--- config.mk ---
export PLATFORM = sky130hd
export DESIGN_NAME = mips_multicycle_ctrl_flat
export DESIGN_NICKNAME = d
export VERILOG_FILES = /design/src/rtl/mips_pkg.sv /design/src/rtl/mips_multicycle_ctrl_if.sv /design/src/rtl/mips_alu_dec.sv /design/src/rtl/mips_multicycle_ctrl.sv /design/src/flat_wrapper.sv
export SDC_FILE = /design/constraint.sdc
export NUM_CORES = 1
export LEC_CHECK = 0
export CORE_MARGIN = 5
export CORE_UTILIZATION = 32
export CTS_BUF_LIST = sky130_fd_sc_hd__clkbuf_4
export CTS_CLUSTER_SIZE = 8
export DETAILED_ROUTE_END_ITERATION = 7
export HOLD_SLACK_MARGIN = 0.15
export PLACE_DENSITY = 0.65
export SLEW_MARGIN = 25
export SYNTH_ARGS = -nofsm -noshare
export SYNTH_HDL_FRONTEND = slang
export SYNTH_SLANG_ARGS = --single-unit
--- constraint.sdc ---
create_clock -name clk -period 2.15 [get_ports clk]
set_input_delay 0.3225 -clock clk [delete_from_list [all_inputs] [get_ports clk]]
set_output_delay 0.3225 -clock clk [all_outputs]
set_load 0.005 [all_outputs]
--- src/rtl/mips_pkg.sv ---
// mips_pkg: ALU select codes, opcode/funct encodings, operand-B selects and control FSM states
package mips_pkg;
  localparam logic [2:0] ALU_ADD  = 3'd0;
  localparam logic [2:0] ALU_SUB  = 3'd1;
  localparam logic [2:0] ALU_AND  = 3'd2;
  localparam logic [2:0] ALU_OR   = 3'd3;
  localparam logic [2:0] ALU_SLT  = 3'd4;
  localparam logic [2:0] ALU_MUL  = 3'd5;
  localparam logic [2:0] ALU_DIV  = 3'd6;
  localparam logic [2:0] ALU_PASS = 3'd7;
  localparam logic [5:0] OP_RTYPE = 6'b000000;
  localparam logic [5:0] OP_BEQ   = 6'b000100;
  localparam logic [5:0] OP_ADDI  = 6'b001000;
  localparam logic [5:0] OP_SLTI  = 6'b001010;
  localparam logic [5:0] OP_ANDI  = 6'b001100;
  localparam logic [5:0] OP_ORI   = 6'b001101;
  localparam logic [5:0] OP_LW    = 6'b100011;
  localparam logic [5:0] OP_SW    = 6'b101011;
  localparam logic [5:0] FN_NOP   = 6'b000000;
  localparam logic [5:0] FN_MUL   = 6'b011000;
  localparam logic [5:0] FN_DIV   = 6'b011010;
  localparam logic [5:0] FN_ADD   = 6'b100000;
  localparam logic [5:0] FN_SUB   = 6'b100010;
  localparam logic [5:0] FN_AND   = 6'b100100;
  localparam logic [5:0] FN_OR    = 6'b100101;
  localparam logic [5:0] FN_SLT   = 6'b101010;
  localparam logic [1:0] SRCB_RT   = 2'd0;
  localparam logic [1:0] SRCB_FOUR = 2'd1;
  localparam logic [1:0] SRCB_IMM  = 2'd2;
  localparam logic [1:0] SRCB_BR   = 2'd3;
  typedef enum logic [2:0] {RST_ST, FETCH, DECODE, EXEC, MEM, WB, BRANCH, TRAP} state_t;
endpackage

--- src/rtl/mips_multicycle_ctrl_if.sv ---
// mips_multicycle_ctrl_if: instruction fields, datapath status and control strobes between controller and datapath
interface mips_multicycle_ctrl_if;
  logic [5:0] opcode;
  logic [5:0] funct;
  logic       z_flag;
  logic       mem_ready;
  logic [2:0] alu_sel;
  logic       alu_src_a;
  logic [1:0] alu_src_b;
  logic       mem_read;
  logic       mem_write;
  logic       ir_write;
  logic       reg_write;
  logic       pc_write;
  logic       iord;
  logic       reg_dst;
  logic       mem_to_reg;
  logic       pc_src;
  logic       retire;
  logic       illegal;
  modport master (
    input  opcode, funct, z_flag, mem_ready,
    output alu_sel, alu_src_a, alu_src_b, mem_read, mem_write, ir_write, reg_write,
           pc_write, iord, reg_dst, mem_to_reg, pc_src, retire, illegal
  );
  modport slave (
    output opcode, funct, z_flag, mem_ready,
    input  alu_sel, alu_src_a, alu_src_b, mem_read, mem_write, ir_write, reg_write,
           pc_write, iord, reg_dst, mem_to_reg, pc_src, retire, illegal
  );
endinterface

--- src/rtl/mips_alu_dec.sv ---
// mips_alu_dec: opcode/funct to ALU select, flagging encodings outside the supported set
module mips_alu_dec
  import mips_pkg::*;
(
  input  logic [5:0] opcode,
  input  logic [5:0] funct,
  output logic [2:0] alu_sel,
  output logic       is_legal
);
  // R-type selects by funct, I-type by opcode; unlisted encodings fall back to PASS
  always_comb begin
    alu_sel = ALU_PASS;
    is_legal = 1'b1;
    if (opcode == OP_RTYPE)
      case (funct)
        FN_ADD:  alu_sel = ALU_ADD;
        FN_SUB:  alu_sel = ALU_SUB;
        FN_AND:  alu_sel = ALU_AND;
        FN_OR:   alu_sel = ALU_OR;
        FN_SLT:  alu_sel = ALU_SLT;
        FN_MUL:  alu_sel = ALU_MUL;
        FN_DIV:  alu_sel = ALU_DIV;
        FN_NOP:  alu_sel = ALU_PASS;
        default: is_legal = 1'b0;
      endcase
    else
      case (opcode)
        OP_ADDI, OP_LW, OP_SW: alu_sel = ALU_ADD;
        OP_ANDI: alu_sel = ALU_AND;
        OP_ORI:  alu_sel = ALU_OR;
        OP_SLTI: alu_sel = ALU_SLT;
        OP_BEQ:  alu_sel = ALU_SUB;
        default: is_legal = 1'b0;
      endcase
  end
endmodule

--- src/rtl/mips_multicycle_ctrl.sv ---
// mips_multicycle_ctrl: multicycle MIPS control FSM; CTRL_ILLEGAL_TRAP_EN sends unlisted encodings to a sticky TRAP state
module mips_multicycle_ctrl
  import mips_pkg::*;
#(
  parameter int MULDIV_CYCLES = 4
) (
  input logic clk,
  input logic rst,
  mips_multicycle_ctrl_if.master bus
);
  localparam int CW = $clog2(MULDIV_CYCLES) + 1;
  state_t st;
  logic [CW-1:0] cnt;
  logic [2:0] dec_sel;
  logic legal, is_r, is_lw, is_sw, is_beq, md_done, trap;
  mips_alu_dec u_dec (.opcode(bus.opcode), .funct(bus.funct), .alu_sel(dec_sel), .is_legal(legal));
  assign is_r = bus.opcode == OP_RTYPE;
  assign is_lw = bus.opcode == OP_LW;
  assign is_sw = bus.opcode == OP_SW;
  assign is_beq = bus.opcode == OP_BEQ;
  assign md_done = !(dec_sel == ALU_MUL || dec_sel == ALU_DIV) || cnt == CW'(MULDIV_CYCLES - 1);
`ifdef CTRL_ILLEGAL_TRAP_EN
  assign trap = !legal;
`else
  assign trap = 1'b0;
`endif
  // state sequencing; the counter only runs while a MUL/DIV is being held in EXEC
  always_ff @(posedge clk or posedge rst)
    if (rst) begin
      st <= RST_ST;
      cnt <= '0;
    end else begin
      cnt <= st == EXEC && !md_done ? cnt + 1'b1 : '0;
      case (st)
        RST_ST:     st <= FETCH;
        FETCH:      st <= bus.mem_ready ? DECODE : FETCH;
        DECODE:     st <= is_beq ? BRANCH : trap ? TRAP : EXEC;
        EXEC:       st <= !md_done ? EXEC : is_lw || is_sw ? MEM : WB;
        MEM:        st <= !bus.mem_ready ? MEM : is_sw ? FETCH : WB;
        WB, BRANCH: st <= FETCH;
        default:    st <= TRAP;
      endcase
    end
  // Moore decode of the state, with mem_ready gating the completing strobes and z_flag gating the branch
  always_comb begin
    bus.alu_sel = st == EXEC ? dec_sel : st == BRANCH ? ALU_SUB : ALU_ADD;
    bus.alu_src_a = st == EXEC || st == BRANCH;
    bus.alu_src_b = st == FETCH ? SRCB_FOUR : st == DECODE ? SRCB_BR : st == EXEC && !is_r ? SRCB_IMM : SRCB_RT;
    bus.mem_read = st == FETCH || (st == MEM && is_lw);
    bus.mem_write = st == MEM && is_sw;
    bus.ir_write = st == FETCH && bus.mem_ready;
    bus.pc_write = (st == FETCH && bus.mem_ready) || (st == BRANCH && bus.z_flag);
    bus.reg_write = st == WB && legal && !(is_r && bus.funct == FN_NOP);
    bus.iord = st == MEM;
    bus.reg_dst = st == WB && is_r;
    bus.mem_to_reg = st == WB && is_lw;
    bus.pc_src = st == BRANCH;
    bus.retire = st == WB || st == BRANCH || (st == MEM && is_sw && bus.mem_ready);
    bus.illegal = st == TRAP;
  end
endmodule
--- src/flat_wrapper.sv ---
// flat-port wrapper written by rule: the top's interface ports become plain ports
module mips_multicycle_ctrl_flat import mips_pkg::*;
#(
  parameter int MULDIV_CYCLES = 4
)
  (clk, rst, bus_opcode, bus_funct, bus_z_flag, bus_mem_ready, bus_alu_sel, bus_alu_src_a, bus_alu_src_b, bus_mem_read, bus_mem_write, bus_ir_write, bus_reg_write, bus_pc_write, bus_iord, bus_reg_dst, bus_mem_to_reg, bus_pc_src, bus_retire, bus_illegal);
  mips_multicycle_ctrl_if bus_i ();
  input logic clk;
  input logic rst;
  input wire logic [$bits(bus_i.opcode)-1:0] bus_opcode;
  input wire logic [$bits(bus_i.funct)-1:0] bus_funct;
  input wire logic [$bits(bus_i.z_flag)-1:0] bus_z_flag;
  input wire logic [$bits(bus_i.mem_ready)-1:0] bus_mem_ready;
  output wire logic [$bits(bus_i.alu_sel)-1:0] bus_alu_sel;
  output wire logic [$bits(bus_i.alu_src_a)-1:0] bus_alu_src_a;
  output wire logic [$bits(bus_i.alu_src_b)-1:0] bus_alu_src_b;
  output wire logic [$bits(bus_i.mem_read)-1:0] bus_mem_read;
  output wire logic [$bits(bus_i.mem_write)-1:0] bus_mem_write;
  output wire logic [$bits(bus_i.ir_write)-1:0] bus_ir_write;
  output wire logic [$bits(bus_i.reg_write)-1:0] bus_reg_write;
  output wire logic [$bits(bus_i.pc_write)-1:0] bus_pc_write;
  output wire logic [$bits(bus_i.iord)-1:0] bus_iord;
  output wire logic [$bits(bus_i.reg_dst)-1:0] bus_reg_dst;
  output wire logic [$bits(bus_i.mem_to_reg)-1:0] bus_mem_to_reg;
  output wire logic [$bits(bus_i.pc_src)-1:0] bus_pc_src;
  output wire logic [$bits(bus_i.retire)-1:0] bus_retire;
  output wire logic [$bits(bus_i.illegal)-1:0] bus_illegal;
  assign bus_i.opcode = bus_opcode;
  assign bus_i.funct = bus_funct;
  assign bus_i.z_flag = bus_z_flag;
  assign bus_i.mem_ready = bus_mem_ready;
  assign bus_alu_sel = bus_i.alu_sel;
  assign bus_alu_src_a = bus_i.alu_src_a;
  assign bus_alu_src_b = bus_i.alu_src_b;
  assign bus_mem_read = bus_i.mem_read;
  assign bus_mem_write = bus_i.mem_write;
  assign bus_ir_write = bus_i.ir_write;
  assign bus_reg_write = bus_i.reg_write;
  assign bus_pc_write = bus_i.pc_write;
  assign bus_iord = bus_i.iord;
  assign bus_reg_dst = bus_i.reg_dst;
  assign bus_mem_to_reg = bus_i.mem_to_reg;
  assign bus_pc_src = bus_i.pc_src;
  assign bus_retire = bus_i.retire;
  assign bus_illegal = bus_i.illegal;
  mips_multicycle_ctrl #(.MULDIV_CYCLES(MULDIV_CYCLES)) u_core (.clk(clk), .rst(rst), .bus(bus_i));
endmodule
* Yosys cells after proc, flatten, opt, wreduce, memory -nomap -nowiden
Cells that the tools add are included.
** Storage, ports and cells
- Bits in registers :: 6
- Input bits :: 16
- Output and inout bits :: 17
- Word-level logic and storage cells :: 77
** Cells by class
- $add $sub $neg :: 1
- Eq/ne operators :: 24
- Muxes and demuxes :: 19
- Reduce and logical (&&, ||, !) cells :: 31
** Operator list (count)
- $eq 6x6->1 const B :: 7
- $pmux 3 s5 :: 2
- $eq 6x4->1 const B :: 4
- $mux 3 :: 7
- $pmux 3 s7 :: 1
- $eq 3x3->1 const B :: 6
- $eq 6x5->1 const B :: 2
- $logic_and 1x1->1 :: 12
- $logic_not 6->1 :: 2
- $eq 3x2->1 const B :: 3
- $logic_or 1x1->1 :: 8
- $mux 2 :: 4
- $reduce_or 8->1 :: 1
- $reduce_or 7->1 :: 1
- $eq 6x3->1 const B :: 1
- $reduce_or 3->1 :: 2
- $mux 1 :: 5
- $logic_not 1->1 :: 4
- $add 3x1->3 const B :: 1
- $eq 3x1->1 const B :: 1
- $logic_not 3->1 :: 1

* Longest topological paths before layout
Gate-level depths: netlist of the first run.
- Word-level depth :: 11
- Depth in mapped cells :: 8
- Mapped depth without buffers :: 6

* Hierarchy
Synthesis of the first run repeated with hierarchy kept, for this count alone.
** Second synthesis, totals
- Cell total of the unflattened synthesis :: 113
- Area, all modules :: 885.8 um^2
** By module, submodules not included
- mips_multicycle_ctrl :: times used 1, cells each 72, area an instance 589.3 um^2, sequential area each 150.1 um^2
- mips_alu_dec :: times used 1, cells each 41, area an instance 296.5 um^2, sequential area each 0.0 um^2

* Worst setup path before layout of the first run
No wires, ideal clock.
- Path type :: input port to flip-flop
- Start point :: in bus_opcode[4]
- End point :: reg u_core.st[1]
- Setup time :: 96 ps
- Arrival :: 2128 ps
- Required time :: 2054 ps
- Setup slack :: -74 ps
- Stages :: 7
- Path buffers :: 1
- Cell sequence :: buf_6 > or4_4 > or3_4 > a221o_1 > o22a_2 > xnor2_2 > o31ai_1
** On the way
- Longest elaborated chain between the ends :: 10
- Elaborated cells on any way between the ends :: 18
- Those cells by class :: eq/ne (9); mux (4); reduce/logical (5)
** RTL lines
- start, declared :: line flat_wrapper.sv:10 : input wire logic [$bits(bus_i.opcode)-1:0] bus_opcode;
- $eq 6x4->1 or $eq 6x6->1 (tied branches) :: line mips_alu_dec.sv:27 : case (opcode)
- $reduce_or 3->1 :: line mips_alu_dec.sv:27
- $pmux 3 s5 :: line mips_alu_dec.sv:27
- $mux 3 * :: line mips_alu_dec.sv:14 : if (opcode == OP_RTYPE)
- $eq 3x3->1 :: line mips_multicycle_ctrl.sv:21 : assign md_done = !(dec_sel == ALU_MUL || dec_sel == ALU_DIV) || cnt == CW'(MULDIV_CYCLES - 1);
- $logic_or 1x1->1 * :: line mips_multicycle_ctrl.sv:21
- $logic_not 1->1 * :: line mips_multicycle_ctrl.sv:21
- $logic_or 1x1->1 * :: line mips_multicycle_ctrl.sv:21
- $mux 3 * :: line mips_multicycle_ctrl.sv:38 : EXEC: st <= !md_done ? EXEC : is_lw || is_sw ? MEM : WB;
- $pmux 3 s5 * :: line mips_multicycle_ctrl.sv:34 : case (st)
- end signal, assigned :: line mips_multicycle_ctrl.sv:36 : FETCH: st <= bus.mem_ready ? DECODE : FETCH;
- end signal, assigned :: line mips_multicycle_ctrl.sv:38
- end signal, assigned :: line mips_multicycle_ctrl.sv:39 : MEM: st <= !bus.mem_ready ? MEM : is_sw ? FETCH : WB;
- end, declared :: line mips_multicycle_ctrl.sv:12 : state_t st;
Mark *: on every way between the ends. The rest lies on a longest branch, timed or not.

* Worst setup path in the final report of the first run
- Start point :: in bus_opcode[4]
- End point :: reg u_core.cnt[1]
** On the way
- Longest elaborated chain between the ends :: 11
- Elaborated cells on any way between the ends :: 19
- Those cells by class :: eq/ne (9); mux (3); reduce/logical (7)
** RTL lines
- $eq 6x4->1 or $eq 6x6->1 (tied branches) :: line mips_alu_dec.sv:27
- $reduce_or 3->1 :: line mips_alu_dec.sv:27
- $pmux 3 s5 :: line mips_alu_dec.sv:27
- $mux 3 * :: line mips_alu_dec.sv:14
- $eq 3x3->1 :: line mips_multicycle_ctrl.sv:21
- $logic_or 1x1->1 * :: line mips_multicycle_ctrl.sv:21
- $logic_not 1->1 * :: line mips_multicycle_ctrl.sv:21
- $logic_or 1x1->1 * :: line mips_multicycle_ctrl.sv:21
- $logic_not 1->1 * :: line mips_multicycle_ctrl.sv:33 : cnt <= st == EXEC && !md_done ? cnt + 1'b1 : '0;
- $logic_and 1x1->1 * :: line mips_multicycle_ctrl.sv:33
- $mux 3 * :: line mips_multicycle_ctrl.sv:33
- end signal, assigned :: line mips_multicycle_ctrl.sv:33
- end, declared :: line mips_multicycle_ctrl.sv:13 : logic [CW-1:0] cnt;
Marks and branches as above.

==> flow_summary.ini, run 1 <==
[outcome]
status = complete, but fails checks
violations = negative setup slack

[setup_path]
rrSetupSlack_ns = 0.23
worstPathMaxFanout = 5
crit_type = input pin to register
path_common_cell = buf_6
crit_family = simple AND/OR/NAND/NOR gates
required_ns = 2.30
crit_path_cell_trace = buf_6 > or4_4 > or3_4 > a221o_1 > o22a_2 > buf_4 > buf_6 > xnor2_4 > nor4_2
worstSetupStartpointType = input pin
r2r_start = u_core.st[2]
path_buf_inv = 3
reg2reg_depth = 6
r2r_end = u_core.st[2]
endpoint_kind = register
slowest_stage = or4_4
max_stage_delay_ns = 0.52
arrival_ns = 2.47

[synthesis]
seq_area_frac_synth_pct = 18.8
avgSynthCellArea_um2 = 7.28
synth_area_leaders = dfrtp_1, nand2b_1, nor2_1
ys_seq_elements = 6
synthDistinctLibCells = 42
synthArstFlopShare_pct = 100
synth_edf_count = 0
synth_area_um2 = 801
synthesis.instances = 110
yosysWarningCount = 0
synth_top_area_share_pct = 18.8
syn-num-nets = 128
ys.flop_type = dfrtp_1
synth_top_area_cell = dfrtp_1

[cells_and_area]
drive_gt1_share_pct = 42.9
final_cell_mix = buf_4, clkdlybuf4s50_1, nor2_1
layout_commonest_cell = buf_4
n_antenna_cell = 0
utilization_pct = 62.6
multi_input_area_um2 = 733
nets = 190
fillers = 218
area_delta_synth_final_pct = 90.2
seq_area_um2 = 153
finalNonFillerCells = 200

[floorplanning]
die_area_um2 = 3600
die_h_um = 60.0
num_rows = 18
initial_core_util_pct = 32.9
ios = 33
die_w_um = 60.0
core_area_um2 = 2430

[clock_network]
cts-root-buf = clkbuf_4
clock_latency_ns = 0.24
cts_buffer_depth = 2
cts_made_buffers = 3
cts_tree = yes
cts.sinks = 6
cts_hold_buf = 0
clk_pin_slew_ns = 0.05
cts-htree-levels = 1

[sta]
worstMarginPinSlew_ns = 0.343
period_needed_ns = 2.32
fin_skew_ns = 0.00395
relSlewSlack_pct = 76.8
fmax_ghz = 0.431
period_share_pct = 108
hold_viol = 0
drv_slew = 0
worst_slack_ns = -0.171
setup_viol = 9
rsz0062_at_grt = yes

[power_and_ir_drop]
p_comb_share_pct = 71.1
power_density_nw_per_um2 = 631
p_int_w = 0.000574
vdd_drop_max_mv = 0.499
netSwitchingFraction_pct = 40.2
p_switching_w = 0.000386
pwr-share-seq_pct = 18.1
p_leak_nw = 0.688
clkPwrFrac_pct = 10.8

[detailed_routing]
routed_via_density = 5.31
wire_per_inst_um = 14.3
wl_um = 2870
vias = 1062
firstDrtPassIters = 4
detail-route-antenna-nets = 0
post-route-drc-count = 0
first_iter_violations = 13

[global_routing]
first_global_vias = 1083
antenna_found_initial = 0
grt_use_met2_pct = 30.1
gr-total-overflow = 0
busiest_layer = met2
use_met3_pct = 1.30
grt.total_usage_pct = 16.6
met1_usage_pct = 20.6
grt_max_degree = 10
grt_pass1_wl_um = 4680

[placed_design]
dp.cells = 193
hpwl_um = 2130
gp_congestion = 0.819
place_worst_setup_slack_ns = -0.836
io_buffers = 32

[min_path]
min_path_type = input pin to asynchronous set/reset pin

[flow_run]
maxCapViolCount = 0
## through the flow
stage               area, um2  TNS, ns  power (W)  hold WS (ns)
finish                   1520    -1.01   0.000960         0.293
global route             1520    -1.51    0.00104         0.329
CTS                      1450   -0.615   0.000948         0.299
detailed placement       1340    -8.36   0.000825         0.433
global placement         1340    -8.16   0.000820         0.431
floorplan                 805   -0.250   0.000453         0.113
## sequential cells by signal (all words and copies together) (netlist names)
| signal | flops |
|---|---|
| u_core.cnt | 3 |
| u_core.st | 3 |
## cell families (layout without fill, tap and decap cells)
kind of cell | Yosys count | after routing | share of synthesized area (%)
multiplexers | 2 | 2 | 2.66
AO/OA/AOI/OAI | 28 | 28 | 25.2
adder cells (fa/ha/maj) | 3 | 3 | 4.37
buffers and inverters | 16 | 76 | 8.44
XOR/XNOR | 1 | 1 | 2.03
AND/OR/NAND/NOR | 54 | 54 | 38.6
flip-flops | 6 | 6 | 18.7
## timing repair
action | CTS | global route
gates resized for setup | 57 | 17
setup endpoints to repair | 16 | 13
buffers inserted | 4 | 1
pin swaps | 10 | 11
hold endpoints to repair | 0 | 0
## routing by layer
metal / part of all wire (%) / wire (um) / up-vias
met4: 1.3 / 38 / 0
met5: 0 / 0 / -
met2: 52 / 1490 / 21
li1: - / - / 522
met3: 4.0 / 115 / 6
met1: 43 / 1230 / 513
## final cells by class
type | count | area share, %
multi-input combinational | 88 | 48.2
sequential | 6 | 10.0
tap | 30 | 2.47
timing repair buffer | 64 | 35.7
inverter | 9 | 2.22
clock buffer | 3 | 1.48
## worst max-delay path by stage
stage	start	to	cells past startpoint
global route	bus_opcode[4]	bus_alu_sel[0]	8
global placement	bus_opcode[5]	bus_alu_sel[0]	8
floorplan	bus_opcode[4]	u_core.cnt[1]	7
finish	bus_opcode[4]	u_core.cnt[1]	9
CTS	bus_opcode[3]	bus_alu_sel[0]	8
detailed placement	bus_opcode[5]	bus_alu_sel[0]	8
## synth_stat cells (3+ instances only)
cell type,number
a21oi_1,7
clkbuf_1,6
dfrtp_1,6
inv_1,9
nand2_1,7
nand2b_1,8
nand3_1,3
nand3b_1,3
nor2_1,12
nor4_1,6
or2_2,3
## worst register-to-register path: stages, from the launching register on
cell and delay (ns):
dfrtp_1 0.38, inv_1 0.07, buf_4 0.13, mux2_2 0.33, a22oi_1 0.24, or3b_2 0.49
a2bb2oi_2 0.17
## power groups by stage
| stage | combinational [W] | clock, W | sequential (W) |
|---|---|---|---|
| floorplan | 0.000301 | 0 | 0.000152 |
| global placement | 0.000637 | 0 | 0.000183 |
| detailed placement | 0.000642 | 0 | 0.000183 |
| CTS | 0.000671 | 0.000105 | 0.000172 |
| global route | 0.000747 | 0.000110 | 0.000179 |
| finish | 0.000683 | 0.000104 | 0.000174 |
Note: power is estimated with default switching activity, not from simulation.
==> run 2, diff against run 1 <==
Settings changed: PLACE_DENSITY 0.65 to 0.67.
==> run 2 against run 1 <==
Compared with the run above: the run still ends with negative setup slack left; sequential share of layout area decreased by 0.24 points; sequential cell count unchanged; via count increased by 4.1%; fmax decreased by 1.8%; die area unchanged; hold slack improved by 0.0025 ns; critical path depth decreased by 1; sequential power decreased by 2%; setup slack got worse by 0.043 ns; cell area increased by 2.5%; critical endpoint is now bus_alu_sel[0].
==> flow_summary.ini, run 2 (synthesized netlist as in run 1, its figures left out) <==
[outcome]
status = complete, but fails checks
violations = negative setup slack

[clock_network]
cts-htree-levels = 1
cts-root-buf = clkbuf_4
cts_hold_buf = 0
clk_pin_slew_ns = 0.05
cts_buffer_depth = 2
cts.sinks = 6
clock_latency_ns = 0.25
cts_tree = yes
cts_made_buffers = 3

[floorplanning]
die_h_um = 60.0
core_area_um2 = 2430
ios = 33
die_area_um2 = 3600
die_w_um = 60.0
num_rows = 18
initial_core_util_pct = 32.9

[setup_path]
arrival_ns = 2.04
required_ns = 1.83
endpoint_kind = output port
crit_type = input pin to output port
worstSetupStartpointType = input pin
worstPathMaxFanout = 3

[detailed_routing]
wire_per_inst_um = 15.0
routed_via_density = 5.40
detail-route-antenna-nets = 0
post-route-drc-count = 0
first_iter_violations = 50
wl_um = 3080
firstDrtPassIters = 4
vias = 1106

[cells_and_area]
fillers = 206
area_delta_synth_final_pct = 94.8
drive_gt1_share_pct = 45.1
reg.largest.list = u_core.cnt (3), u_core.st (3)
final_area_um2 = 1560
n_antenna_cell = 0
final_cell_mix = buf_4, clkdlybuf4s50_1, nor2_1
layout_commonest_cell = buf_4
nets = 195

[sta]
period_needed_ns = 2.36
worstMarginPinSlew_ns = 0.402
period_share_pct = 110
worst_slack_ns = -0.213
fmax_ghz = 0.423
hold_viol = 0
rsz0062_at_grt = yes
fin_skew_ns = 0.00285
setup_viol = 10
drv_slew = 0
relSlewSlack_pct = 73.0

[power_and_ir_drop]
power_density_nw_per_um2 = 658
p_leak_nw = 0.715
power_w = 0.00103
vdd_drop_max_mv = 0.515

[placed_design]
io_buffers = 32
hpwl_um = 2000
gp_congestion = 0.806
place_area_um2 = 1310
place_worst_setup_slack_ns = -0.883

[global_routing]
grt_pass1_wl_um = 4630
grt_max_degree = 10
antenna_found_initial = 0
grt.total_usage_pct = 16.2
gr-total-overflow = 0
first_global_vias = 1079

[flow_run]
maxCapViolCount = 0

[min_path]
min_path_type = input pin to asynchronous set/reset pin
[run 2: worst max-delay path, stage by stage]
cell,delay (ns)
buf_6,0.09
or4_4,0.52
or3_4,0.40
a221o_1,0.27
o22a_2,0.21
inv_2,0.06
o21ai_2,0.04
buf_2,0.13
[run 2: layout make-up]
| class | instances | area, um2 | share of cell area (%) |
|---|---|---|---|
| clock buffer | 3 | 22.5 | 1.44 |
| inverter | 9 | 33.8 | 2.17 |
| multi-input combinational | 88 | 732 | 46.9 |
| sequential | 6 | 153 | 9.78 |
| tap | 30 | 37.5 | 2.41 |
| timing repair buffer | 69 | 582 | 37.3 |
[run 2: worst paths after layout]
path,slack [ns],end,cells after the start,startpoint
min reg2reg,0.45,u_core.cnt[0],1,u_core.cnt[0]
max in group asynchronous,1.64,u_core.st[1],2,rst
max,-0.21,bus_alu_sel[0],8,bus_opcode[4]
min in group clk,0.45,u_core.cnt[0],1,u_core.cnt[0]
max reg2reg,0.20,u_core.st[2],6,u_core.st[2]
min,0.30,u_core.cnt[2],2,rst
[run 2: report_power, final]
part	leakage (nW)	internal [W]	total, W	switching, W
logic	0.626	0.000407	0.000751	0.000344
registers	0.0757	0.000142	0.000170	0.0000279
clock network	0.0138	0.0000632	0.000105	0.0000420
total	0.715	0.000612	0.00103	0.000414
[run 2: metrics by stage]
stage / hold WS [ns] / cells / setup TNS, ns / util [%]
global route: 0.333 / 205 / -1.52 / 64.1
detailed placement: 0.440 / 189 / -8.11 / 53.7
floorplan: 0.113 / 110 / -0.250 / -
finish: 0.296 / 205 / -1.07 / 64.1
global placement: 0.428 / 189 / -7.81 / 53.7
CTS: 0.304 / 200 / -0.653 / 60.2
[run 2: routing by layer]
layer	track usage, %	vias up	wire, um
li1	-	535	-
met4	3.80	0	48
met2	30.4	38	1600
met1	19.3	529	1250
met5	0	-	0
met3	1.94	4	171
[run 2: what timing repair did]
action	CTS	global route
resized for setup	64	13
setup buffers	10	5
setup endpoints to repair	16	14
pin swaps	10	5
